`src/rtl/pcpi_nibble_sequencer_pkg.sv`:
```
// Shared types and widths for the PCPI nibble sequencer.
//   seq_state_t : controller state (LOAD, ISSUE, DRAIN)
//   NIB_W/WORD_W/NIBS/CNT_W/TCNT_W : datapath and counter widths
package pcpi_seq_pkg;

    localparam int unsigned NIB_W  = 4;
    localparam int unsigned WORD_W = 32;
    localparam int unsigned NIBS   = 8;
    localparam int unsigned CNT_W  = 3;
    // Sized for the largest legal TIMEOUT_CYCLES (255).
    localparam int unsigned TCNT_W = 8;

    typedef enum logic [1:0] {
        LOAD  = 2'd0,
        ISSUE = 2'd1,
        DRAIN = 2'd2
    } seq_state_t;

endpackage

```
`src/rtl/pcpi_nibble_sequencer_if.sv`:
```
// PCPI coprocessor bus between the sequencer (master) and the coprocessor (slave).
//   pcpi_valid/pcpi_insn : instruction request from the sequencer
//   pcpi_wr/pcpi_ready/pcpi_wait/pcpi_rd : coprocessor response
interface pcpi_nibble_sequencer_if;
    import pcpi_seq_pkg::*;

    logic              pcpi_valid;
    logic [WORD_W-1:0] pcpi_insn;
    logic              pcpi_wr;
    logic              pcpi_ready;
    logic              pcpi_wait;
    logic [WORD_W-1:0] pcpi_rd;

    modport master (
        output pcpi_valid,
        output pcpi_insn,
        input  pcpi_wr,
        input  pcpi_ready,
        input  pcpi_wait,
        input  pcpi_rd
    );

    modport slave (
        input  pcpi_valid,
        input  pcpi_insn,
        output pcpi_wr,
        output pcpi_ready,
        output pcpi_wait,
        output pcpi_rd
    );

endinterface

```
`src/rtl/pcpi_nibble_sequencer.sv`:
```
// Sequences the shared PCPI coprocessor from a 4-bit pin port: assembles a
// 32-bit instruction from eight nibbles, issues it with a held pcpi_valid and
// a no-wait timeout, then streams any written-back result out as eight nibbles.
// Ports:
//   clk, rst_n          : clock, asynchronous active-low reset
//   flush               : synchronous abort back to LOAD
//   nib_valid/nib_data  : instruction nibble input (LSB nibble first)
//   nib_ready           : high in LOAD (state decode)
//   res_valid/res_nib   : result nibble output (state decode), res_ack consumes
//   bus                 : PCPI master port
//   busy                : state is not LOAD
//   done                : registered one-cycle completion pulse
//   err                 : registered sticky timeout flag
module pcpi_nibble_sequencer
    import pcpi_seq_pkg::*;
#(
    parameter int unsigned TIMEOUT_CYCLES = 16
) (
    input  logic                 clk,
    input  logic                 rst_n,
    input  logic                 flush,
    input  logic                 nib_valid,
    input  logic [NIB_W-1:0]     nib_data,
    output logic                 nib_ready,
    output logic                 res_valid,
    output logic [NIB_W-1:0]     res_nib,
    input  logic                 res_ack,
    pcpi_nibble_sequencer_if.master bus,
    output logic                 busy,
    output logic                 done,
    output logic                 err
);

    localparam logic [CNT_W-1:0]  LAST_NIB = CNT_W'(NIBS - 1);
    localparam logic [TCNT_W-1:0] TMO_LAST = TCNT_W'(TIMEOUT_CYCLES - 1);

    seq_state_t         state_q, state_d;
    logic [CNT_W-1:0]   cnt_q, cnt_d;
    logic [CNT_W-1:0]   rcnt_q, rcnt_d;
    logic [TCNT_W-1:0]  tcnt_q, tcnt_d;
    logic               wait_seen_q, wait_seen_d;
    logic [WORD_W-1:0]  insn_q, insn_d;
    logic [WORD_W-1:0]  rd_q, rd_d;
    logic               pcpi_valid_q, pcpi_valid_d;
    logic               done_q, done_d;
    logic               err_q, err_d;

    // State and datapath registers.
    always_ff @(posedge clk or negedge rst_n) begin
        if (!rst_n) begin
            state_q      <= LOAD;
            cnt_q        <= '0;
            rcnt_q       <= '0;
            tcnt_q       <= '0;
            wait_seen_q  <= 1'b0;
            insn_q       <= '0;
            rd_q         <= '0;
            pcpi_valid_q <= 1'b0;
            done_q       <= 1'b0;
            err_q        <= 1'b0;
        end else begin
            state_q      <= state_d;
            cnt_q        <= cnt_d;
            rcnt_q       <= rcnt_d;
            tcnt_q       <= tcnt_d;
            wait_seen_q  <= wait_seen_d;
            insn_q       <= insn_d;
            rd_q         <= rd_d;
            pcpi_valid_q <= pcpi_valid_d;
            done_q       <= done_d;
            err_q        <= err_d;
        end
    end

    // Next-state and next-register logic.
    always_comb begin
        state_d     = state_q;
        cnt_d       = cnt_q;
        rcnt_d      = rcnt_q;
        tcnt_d      = tcnt_q;
        wait_seen_d = wait_seen_q;
        insn_d      = insn_q;
        rd_d        = rd_q;
        done_d      = 1'b0;
        err_d       = err_q;

        if (flush) begin
            state_d     = LOAD;
            cnt_d       = '0;
            rcnt_d      = '0;
            tcnt_d      = '0;
            wait_seen_d = 1'b0;
            err_d       = 1'b0;
        end else begin
            unique case (state_q)
                LOAD: begin
                    if (nib_valid) begin
                        // Nibble index times four, as a bit offset.
                        insn_d[{cnt_q, 2'b00} +: NIB_W] = nib_data;
                        cnt_d = cnt_q + 3'd1;
                        if (cnt_q == '0) begin
                            err_d = 1'b0;
                        end
                        if (cnt_q == LAST_NIB) begin
                            state_d     = ISSUE;
                            tcnt_d      = '0;
                            wait_seen_d = 1'b0;
                        end
                    end
                end

                ISSUE: begin
                    tcnt_d = tcnt_q + 8'd1;
                    if (bus.pcpi_wait) begin
                        wait_seen_d = 1'b1;
                    end
                    // Ready wins over a coincident timeout.
                    if (bus.pcpi_ready) begin
                        tcnt_d      = '0;
                        wait_seen_d = 1'b0;
                        if (bus.pcpi_wr) begin
                            rd_d    = bus.pcpi_rd;
                            rcnt_d  = '0;
                            state_d = DRAIN;
                        end else begin
                            state_d = LOAD;
                            done_d  = 1'b1;
                        end
                    end else if (!wait_seen_q && !bus.pcpi_wait && tcnt_q == TMO_LAST) begin
                        tcnt_d  = '0;
                        state_d = LOAD;
                        err_d   = 1'b1;
                    end
                end

                DRAIN: begin
                    if (res_ack) begin
                        rcnt_d = rcnt_q + 3'd1;
                        if (rcnt_q == LAST_NIB) begin
                            state_d = LOAD;
                            done_d  = 1'b1;
                        end
                    end
                end

                default: begin
                    state_d = LOAD;
                end
            endcase
        end

        pcpi_valid_d = (state_d == ISSUE);
    end

    assign nib_ready      = (state_q == LOAD);
    assign res_valid      = (state_q == DRAIN);
    assign busy           = (state_q != LOAD);
    assign res_nib        = rd_q[{rcnt_q, 2'b00} +: NIB_W];
    assign bus.pcpi_valid = pcpi_valid_q;
    assign bus.pcpi_insn  = insn_q;
    assign done           = done_q;
    assign err            = err_q;

endmodule

```
`src/flat_wrapper.sv`:
```
// flat-port wrapper written by rule: the top's interface ports become plain ports
module pcpi_nibble_sequencer_flat import pcpi_seq_pkg::*;
#(
    parameter int unsigned TIMEOUT_CYCLES = 16
)
  (clk, rst_n, flush, nib_valid, nib_data, nib_ready, res_valid, res_nib, res_ack, busy, done, err, bus_pcpi_valid, bus_pcpi_insn, bus_pcpi_wr, bus_pcpi_ready, bus_pcpi_wait, bus_pcpi_rd);
  pcpi_nibble_sequencer_if bus_i ();
  input  logic clk;
  input  logic rst_n;
  input  logic flush;
  input  logic nib_valid;
  input  logic [NIB_W-1:0] nib_data;
  output logic nib_ready;
  output logic res_valid;
  output logic [NIB_W-1:0] res_nib;
  input  logic res_ack;
  output logic busy;
  output logic done;
  output logic err;
  output wire logic [$bits(bus_i.pcpi_valid)-1:0] bus_pcpi_valid;
  output wire logic [$bits(bus_i.pcpi_insn)-1:0] bus_pcpi_insn;
  input wire logic [$bits(bus_i.pcpi_wr)-1:0] bus_pcpi_wr;
  input wire logic [$bits(bus_i.pcpi_ready)-1:0] bus_pcpi_ready;
  input wire logic [$bits(bus_i.pcpi_wait)-1:0] bus_pcpi_wait;
  input wire logic [$bits(bus_i.pcpi_rd)-1:0] bus_pcpi_rd;
  assign bus_pcpi_valid = bus_i.pcpi_valid;
  assign bus_pcpi_insn = bus_i.pcpi_insn;
  assign bus_i.pcpi_wr = bus_pcpi_wr;
  assign bus_i.pcpi_ready = bus_pcpi_ready;
  assign bus_i.pcpi_wait = bus_pcpi_wait;
  assign bus_i.pcpi_rd = bus_pcpi_rd;
  pcpi_nibble_sequencer #(.TIMEOUT_CYCLES(TIMEOUT_CYCLES)) u_core (.clk(clk), .rst_n(rst_n), .flush(flush), .nib_valid(nib_valid), .nib_data(nib_data), .nib_ready(nib_ready), .res_valid(res_valid), .res_nib(res_nib), .res_ack(res_ack), .bus(bus_i), .busy(busy), .done(done), .err(err));
endmodule
```
`config.mk`:
```
export PLATFORM = sky130hd
export DESIGN_NAME = pcpi_nibble_sequencer_flat
export DESIGN_NICKNAME = d
export VERILOG_FILES = /design/src/rtl/pcpi_nibble_sequencer_pkg.sv /design/src/rtl/pcpi_nibble_sequencer_if.sv /design/src/rtl/pcpi_nibble_sequencer.sv /design/src/flat_wrapper.sv
export SDC_FILE = /design/constraint.sdc
export NUM_CORES = 1
export LEC_CHECK = 0
export ABC_AREA = 1
export CORE_MARGIN = 5
export CORE_UTILIZATION = 40
export DETAILED_ROUTE_END_ITERATION = 6
export GPL_ROUTABILITY_DRIVEN = 0
export PLACE_DENSITY_LB_ADDON = 0.12
export SYNTH_ARGS = -nofsm -noshare
export SYNTH_HDL_FRONTEND = slang
export SYNTH_SLANG_ARGS = --single-unit
```
`constraint.sdc`:
```
create_clock -name clk -period 6.35 [get_ports clk]
set_clock_uncertainty 0.1 [all_clocks]
set_input_delay 0.635 -clock clk [delete_from_list [all_inputs] [get_ports clk]]
set_output_delay 0.635 -clock clk [all_outputs]
set_load 0.05 [all_outputs]
```
# Word-level counts from Yosys, hierarchy flattened

Cells that the tools add are included.

$add $sub $neg: 4
Eq/ne operators: 15
Shifts and indexed selects: 3
Multiplexer cells: 42
Bitwise gates (word level): 1
Reductions and logical operators: 18

Operators by type and width:

| kind                                                   | number |
|---|---|
| two-way mux 8 bit                                      | 5 |
| bitwise mux 32 bit                                     | 1 |
| variable shift 4 x 7 -> 32 bit (first input constant)  | 1 |
| variable part select 32 x 6 -> 4 bit                   | 1 |
| variable part select 4 x 7 -> 32 bit                   | 1 |
| two-way mux 3 bit                                      | 7 |
| two-way mux 2 bit                                      | 8 |
| case mux 8 bit (2 select lines)                        | 1 |
| two-way mux 1 bit                                      | 15 |
| inequality test 3 x 2 -> 1 bit (second input constant) | 4 |
| inequality test 3 bit (second input constant)          | 4 |
| AND reduction 4 bit                                    | 3 |
| adder 8 x 1 -> 8 bit (second input constant)           | 1 |
| == test 8 x 4 -> 1 bit (second input constant)         | 1 |
| negation 5 -> 7 bit                                    | 1 |
| adder 3 x 1 -> 3 bit (second input constant)           | 2 |
| == test 3 bit (second input constant)                  | 2 |
| case mux 1 bit (2 select lines)                        | 3 |
| case mux 2 bit (3 select lines)                        | 1 |
| case mux 3 bit (2 select lines)                        | 1 |
| AND reduction 3 bit                                    | 2 |
| nonzero test 2 bit                                     | 3 |
| nonzero test 3 bit                                     | 2 |
| AND reduction 5 bit                                    | 1 |
| other kinds (9)                                        | 12 |

Bits in registers: 84
Bits of input ports: 44
Output and inout bits: 42
Word-level logic and storage cells: 93

# Depth between registers and ports, before layout

Gate-level depths: netlist (run 1).

Depth after elaboration: 8
Gate-level depth with buffers: 11
Gate-level depth less buffers: 10

# Least setup slack after synthesis (run 1)

No wires, ideal clock.

Path type: reg-to-reg
From: register u_core.state_q[1]
To: register u_core.tcnt_q[2]
Library setup time: 0.118 ns
Arrival time: 2.058 ns
Required time: 6.132 ns
Slack: 4.074 ns
Cell stages (with the launch flop): 11
Buffers on the path: 1
Period minus slack after synthesis: 2.276 ns
Path through: dfrtp_1 > inv_1 > ha_1 > inv_2 > nand3_1 > nand2_1 > nor2_1 > buf_4 > nand2_1 > xor2_1 > nor2_1

Longest elaborated chain between the ends: 3
Elaborated cells between the ends (all ways): 8
Classes of those cells: eq/ne: 3; mux: 2; reduce/logical: 3

RTL lines:

| item                                                                      | line                        | RTL |
|---|---|---|
| start, declared                                                           | pcpi_nibble_sequencer.sv:37 | `seq_state_t state_q, state_d;` |
| start signal, assigned                                                    | pcpi_nibble_sequencer.sv:62 | `state_q <= state_d;` |
| zero test 2 bit *                                                         | n/a                         |  |
| named net nib_ready                                                       | flat_wrapper.sv:13          | `output logic nib_ready;` |
| inequality test 3 x 2 -> 1 bit (no line), or another cell as far along    | n/a                         |  |
| AND reduction 3 bit (no line) / two-way mux 8 bit (equally long branches) | n/a                         |  |
| end signal, assigned                                                      | pcpi_nibble_sequencer.sv:65 | `tcnt_q <= tcnt_d;` |
| end, declared                                                             | pcpi_nibble_sequencer.sv:40 | `logic [TCNT_W-1:0] tcnt_q, tcnt_d;` |

Mark *: on every way through the listed nets, which the timed path passes. The rest lies on a longest branch.
A chain may end at the register's enable or synchronous reset.

# Worst setup path after layout (run 1)

From: register u_core.rcnt_q[0]
To: output res_nib[2]

Longest elaborated chain between the ends: 1

RTL lines:

| item                                 | line                         | RTL |
|---|---|---|
| start, declared                      | pcpi_nibble_sequencer.sv:39  | `logic [CNT_W-1:0] rcnt_q, rcnt_d;` |
| start signal, assigned               | pcpi_nibble_sequencer.sv:64  | `rcnt_q <= rcnt_d;` |
| variable part select 32 x 6 -> 4 bit | pcpi_nibble_sequencer.sv:158 | `assign res_nib = rd_q[{rcnt_q, 2'b00} +: NIB_W];` |
| end, declared                        | flat_wrapper.sv:15           | `output logic [NIB_W-1:0] res_nib;` |

No other way between the ends.

==> summary.txt, run 1 <==
Outcome
  – Outcome: finished clean

Setup path
  – Startpoint types: flip-flop
  – CP bufs+invs: 2
  – Arrival @ worst endpoint: 2.83 ns
  – CP required: 5.61 ns
  – Critical path's slowest cell: dfrtp_1
  – Crit. End Element: output port
  – CP Cell Sequence: clkinv_1, nor2_1, o22ai_1, nand2_1, nand2_1, clkdlybuf4s50_1
  – Worst Path Max Fanout: 18
  – Setup CP Type: flip-flop to output port
  – CP max stage delay: 0.85 ns
  – CP top delay family: buffers and inverters
  – Most used cell, CP: nand2_1

Cells and area
  – Share of layout cells above drive strength 1: 11.5%
  – Area grow syn2layout: 28.8%
  – Diodes inserted: 0
  – Fill count: 958
  – Nets: 566

STA
  – Tcrit/Tclk final: 56.1%
  – Achievable Freq: 280 MHz
  – RSZ-0062 raised after global routing: no
  – Hold slack: 0.108 ns
  – Final min period: 3.57 ns
  – Pins over their slew limit: 0
  – Final setup TNS: 0 ns
  – Final hold vios: 0
  – Setup-failing EPs final: 0
  – Worst-Margin Slew: 0.812 ns
  – Worst rel slew slack: 45.8%

Drt
  – Remaining DRCs: 0
  – Routed length per placed instance: 14.5 um
  – Drt pass-1 iters: 5
  – DRT Wirelength: 9360 um
  – Via/cell ratio: 4.82
  – Vias: 3117
  – First DRT Iteration DRCs: 97
  – Antenna Nets Post-Route: 0

Die
  – Starting Density: 41.0%
  – Die extent in y: 110 um
  – I/O pins: 86
  – Die Wd: 110 um
  – Core area: 9770 sq um
  – Die area: 12100 sq um
  – Row cnt: 36

Global routing
  – Largest net degree at the start of global routing: 55
  – Top Usage Layer GRT: met2
  – M2 GR Usage: 26.9%
  – Vias in the first global route: 3252
  – Global routing met3 resource utilization: 5.77%
  – First-pass GRT wire length: 15700 um
  – Gr usage total: 16.6%
  – Routing usage on met1: 21.6%
  – Initial antenna violation count: 0
  – Grt total ovfl: 0

Clock network
  – Clock Pin Slew Worst Setup and Hold Paths: 0.10 ns
  – CTS Buf Count: 9
  – Clock buffer depth: 2
  – CTS resizes: 0
  – # clock sinks: 84
  – Setup bufs post-CTS: 0
  – CTS tree: built
  – H-tree depth: 3
  – Worst skew pair latency: 0.36 ns
  – # hold bufs at CTS: 0
  – Clock Tree Root: clkbuf_8

Min path
  – Tightest Hold Check Type: primary input to async pin

Yosys
  – Cells after synthesis: 422
  – Seq/Total Area, Yosys: 52.4%
  – Syn_area_per_cell: 9.50 sq um
  – Yosys cell types: 32
  – Yosys reg bits: 84
  – Area share of the leading cell type in the synthesized netlist: 52.4%
  – Post-synth top area cell: dfrtp_1
  – Mapped cell area: 4010 sq um
  – Post-Syn Nets: 479
  – Synth top area cells: dfrtp_1, mux2_2, nand2_1
  – Total number of yosys warnings: 0

Placed design
  – Detailed placement HPWL: 6790 um
  – Input/output buffers: 85

Power and ir drop
  – Leakage: 2.40 nW
  – Cell Pwr Density: 256 nW/um^2
  – Final Power: 0.00132 W
  – VDD IR max: 228 uV

Flow run
  – MaxCap Viol Count: 0
[synthesized netlist by cell type (all sizes together)]
cell    instances
nand2          85
dfrtp          84
nor2           47
o21ai          38
inv            37
mux2           32
nand3          22
a21oi          15
ha             13
nor3           10
o22ai           9
mux2i           8
buf             7
nand4           4
clkbuf          3
or2             2
xor2            2
and2            1
clkinv          1
o211ai          1
o32ai           1
[per-layer routing]
metal  share of wire, %  wire length [um]
met5                  0                 0
met4                1.1               102
met3                6.0               560
met2                 48              4500
met1                 45              4200
[cells by family after synthesis]
group / share of synthesized area [%]
fa+ha+maj: 4.06
simple gates: 18.4
flops: 52.4
compound gates: 8.43
xor+xnor: 0.437
buf+inv: 5.31
mux: 11.0
[layout make-up]
cell class / count / area [sq um] / share of cell area, %
well taps: 133 / 166 / 3.22
clock buffers: 9 / 124 / 2.40
flip-flops and latches: 84 / 2100 / 40.7
repair buffers: 86 / 856 / 16.6
inverters: 38 / 143 / 2.76
clock inverters: 7 / 80.1 / 1.55
multi-input cells: 290 / 1690 / 32.8
[path summary, 6_finish.rpt]
check / end / cells past startpoint / start / slack (ns)
max: res_nib[2] / 6 / u_core.rcnt_q[0] / 2.78
min: u_core.bus.pcpi_insn[28] / 1 / rst_n / 0.11
max reg2reg: u_core.rd_q[4] / 6 / u_core.state_q[1] / 3.87
min reg2reg: u_core.bus.pcpi_insn[21] / 2 / u_core.bus.pcpi_insn[21] / 0.39
max in group asynchronous: u_core.rd_q[12] / 2 / rst_n / 5.02
min in group clk: u_core.bus.pcpi_insn[21] / 2 / u_core.bus.pcpi_insn[21] / 0.39
[metrics by stage]
step / util [%] / instance area, sq um / worst slack (ns) / cells
after floorplan: - / 4010 / 4.07 / 422
after global placement: 50.8 / 4960 / 3.29 / 631
after detailed placement: 50.8 / 4960 / 3.19 / 631
after CTS: 52.8 / 5160 / 2.77 / 647
after global routing: 52.8 / 5160 / 2.57 / 647
final: 52.8 / 5160 / 2.78 / 647
[worst reg2reg max path, stage by stage, from the launching register on]
cell,delay (ns)
dfrtp_1,0.44
inv_1,0.10
ha_1,0.16
inv_2,0.07
nor2_1,0.25
nand3_2,0.69
mux2_1,0.58
[flip-flops by register name, summed over array words and instances (netlist names)]
| register | flops |
|---|---|
| u_core.bus.pcpi_insn | 32 |
| u_core.rd_q | 32 |
| u_core.tcnt_q | 8 |
| u_core.cnt_q | 3 |
| u_core.rcnt_q | 3 |
| u_core.state_q | 2 |
| u_core.bus.pcpi_valid | 1 |
| u_core.done | 1 |
| u_core.err | 1 |
| u_core.wait_seen_q | 1 |
[power breakdown]
part / total [W] / internal (W) / switching [W] / leakage [nW]
registers: 0.000605 / 0.000578 / 0.0000269 / 1.13
logic: 0.000309 / 0.000111 / 0.000198 / 1.17
clock network: 0.000407 / 0.000188 / 0.000219 / 0.103
total: 0.00132 / 0.000877 / 0.000443 / 2.40
[cell usage in the layout (no fill, tap or decap), drive strengths merged, types with 8 or more instances in the layout]
cell,n
nand2,85
clkdlybuf4s50,84
dfrtp,84
nor2,47
inv,41
o21ai,38
mux2,32
nand3,22
a21oi,15
ha,13
nor3,10
o22ai,9
clkbuf,9
mux2i,8
Power figures use the tool's default switching activity.
==> inputs of run 2 (changes only) <==
==> constraint.sdc (replaced) <==
create_clock -name clk -period 3.6 [get_ports clk]
set_clock_uncertainty 0.1 [all_clocks]
set_input_delay 0.36 -clock clk [delete_from_list [all_inputs] [get_ports clk]]
set_output_delay 0.36 -clock clk [all_outputs]
set_load 0.05 [all_outputs]
==> summary.txt, run 2 (synthesis gave the netlist of run 1 again) <==
Die
  – Row cnt: 36 (unchanged)
  – Core area: 9770 sq um (unchanged)
  – Die Wd: 110 um (unchanged)
  – Die area: 12100 sq um (unchanged)
  – Die extent in y: 110 um (unchanged)
  – I/O pins: 86 (unchanged)
  – Starting Density: 41.0% (unchanged)

STA
  – RSZ-0062 raised after global routing: no (unchanged)
  – Final hold vios: 0 (unchanged)
  – Worst rel slew slack: 30.7% (was 45.8%)
  – Worst-Margin Slew: 1.04 ns (was 0.812 ns)
  – Final min period: 3.24 ns
  – Pins over their slew limit: 0 (unchanged)
  – Achievable Freq: 308 MHz
  – Tcrit/Tclk final: 90.1%
  – Final setup TNS: 0 ns (unchanged)
  – Setup-failing EPs final: 0 (unchanged)

Cells and area
  – Layout Cells excl Fill: 647 (unchanged)
  – Nets: 566 (unchanged)
  – Diodes inserted: 0 (unchanged)
  – Fill count: 934 (was 958)
  – Area grow syn2layout: 28.7% (was 28.8%)
  – Most frequent cells in the layout: nand2_1, clkdlybuf4s50_1, dfrtp_1 (unchanged)
  – Share of layout cells above drive strength 1: 11.5% (unchanged)

Placed design
  – Placed cells: 631 (unchanged)
  – Input/output buffers: 85 (unchanged)
  – Detailed placement HPWL: 6620 um (was 6790 um)

Power and ir drop
  – Final Power: 0.00228 W (was 0.00132 W)
  – Leakage: 2.39 nW (was 2.40 nW)
  – Cell Pwr Density: 443 nW/um^2 (was 256 nW/um^2)
  – VDD IR max: 404 uV (was 228 uV)

Global routing
  – Vias in the first global route: 3150 (was 3252)
  – Grt total ovfl: 0 (unchanged)
  – Gr usage total: 16.1% (was 16.6%)
  – Largest net degree at the start of global routing: 85 (was 55)
  – Initial antenna violation count: 0 (unchanged)
  – First-pass GRT wire length: 15100 um (was 15700 um)

Setup path
  – CP required: 3.14 ns (was 5.61 ns)
  – Crit. End Element: output port (unchanged)
  – Crit path launch: u_core.rcnt_q[0] (unchanged)
  – CP Cell Sequence: clkinv_1, nor2_1, o22ai_1, nand2_1, nand2_1, clkdlybuf4s50_1 (unchanged)
  – Most used cell, CP: nand2_1 (unchanged)
  – Reg2reg setup slack: 1.18 ns (was 3.87 ns)
  – Worst Path Max Fanout: 18 (unchanged)
  – Reg-to-reg critical path endpoint: u_core.tcnt_q[0] (was u_core.rd_q[4])
  – Arrival @ worst endpoint: 2.78 ns (was 2.83 ns)
  – Startpoint types: flip-flop (unchanged)
  – Depth of the most critical reg-to-reg path: 9 (was 6)
  – Setup CP Type: flip-flop to output port (unchanged)
  – Critical path's slowest cell: dfrtp_1 (unchanged)
  – CP max stage delay: 0.81 ns (was 0.85 ns)
  – Worst flop-to-flop path startpoint: u_core.state_q[1] (unchanged)
  – CP endpoint: res_nib[1] (was res_nib[2])

Clock network
  – H-tree depth: 3 (unchanged)
  – CTS resizes: 0 (unchanged)
  – # clock sinks: 84 (unchanged)
  – CTS Buf Count: 9 (unchanged)
  – Worst skew pair latency: 0.36 ns (about the same)
  – Clock buffer depth: 2 (unchanged)
  – # hold bufs at CTS: 0 (unchanged)
  – Clock Pin Slew Worst Setup and Hold Paths: 0.09 ns (was 0.10 ns)
  – CTS tree: built (unchanged)
  – Setup bufs post-CTS: 0 (unchanged)
  – Clock Tree Root: clkbuf_8 (unchanged)

Drt
  – First DRT Iteration DRCs: 91 (was 97)
  – Routed length per placed instance: 13.8 um (was 14.5 um)
  – Vias: 3088 (was 3117)
  – Antenna Nets Post-Route: 0 (unchanged)
  – Drt pass-1 iters: 4 (was 5)
  – Remaining DRCs: 0 (unchanged)
  – Via/cell ratio: 4.77 (was 4.82)
  – DRT Wirelength: 8950 um (was 9360 um)

Outcome
  – Outcome: finished clean (unchanged)

Flow run
  – MaxCap Viol Count: 0 (unchanged)

Min path
  – Tightest Hold Check Type: primary input to async pin (unchanged)
run 2: cell count changes in the layout (fill, tap and decap cells not counted):
| cell | change |
|---|---|
| clkinv_4 | +2 |
| inv_6 | -2 |
| clkinvlp_4 | +1 |
| inv_8 | -1 |
run 2: worst max-delay path: cells and delay by family, from the launching register on:
kind                   cells  cell delay, ns
buffers and inverters      2            1.17
DFF                        1            0.81
and+or+nand+nor            3            0.34
AOI/OAI and AO/OA          1            0.11
run 2: metal layers:
layer	global-route usage (%)	up-vias	wire, um
li1	-	1571	-
met1	20.6	1433	4000
met2	25.4	71	4280
met3	5.30	13	534
met4	5.89	0	136
met5	0	-	0
run 2: worst min-delay path by stage:
| stage | startpoint | end | depth (start not counted) |
|---|---|---|---|
| 2_1_floorplan | rst_n | u_core.bus.pcpi_insn[0] | 0 |
| 3_3_place_gp | u_core.bus.pcpi_insn[12] | u_core.bus.pcpi_insn[12] | 2 |
| 3_5_place_dp | u_core.bus.pcpi_insn[22] | u_core.bus.pcpi_insn[22] | 2 |
| 4_1_cts | rst_n | u_core.tcnt_q[5] | 1 |
| 5_1_grt | rst_n | u_core.tcnt_q[6] | 1 |
| 6_report | rst_n | u_core.tcnt_q[6] | 1 |
run 2: through the flow:
| step | hold slack (ns) | utilization [%] | setup WS (ns) | instance area [sq um] |
|---|---|---|---|---|
| after detailed placement | 0.364 | 50.8 | 0.736 | 4960 |
| final | 0.0890 | 52.8 | 0.356 | 5160 |
| after floorplan | -0.0356 | - | 1.32 | 4010 |
| after global routing | 0.181 | 52.8 | 0.114 | 5160 |
| after global placement | 0.367 | 50.8 | 0.857 | 4960 |
| after CTS | 0.131 | 52.8 | 0.324 | 5160 |
run 2: power breakdown:
group	leakage (nW)	internal [W]	switching, W
clock network	0.0958	0.000324	0.000354
registers	1.13	0.00102	0.0000469
logic	1.17	0.000195	0.000345
total	2.39	0.00154	0.000747
run 2: final cells by class:
class,instances,area [sq um],area share [%]
flip-flops and latches,84,2100,40.7
multi-input cells,290,1690,32.8
repair buffers,86,856,16.6
well taps,133,166,3.22
inverters,38,143,2.76
clock buffers,9,124,2.40
clock inverters,7,76.3,1.48
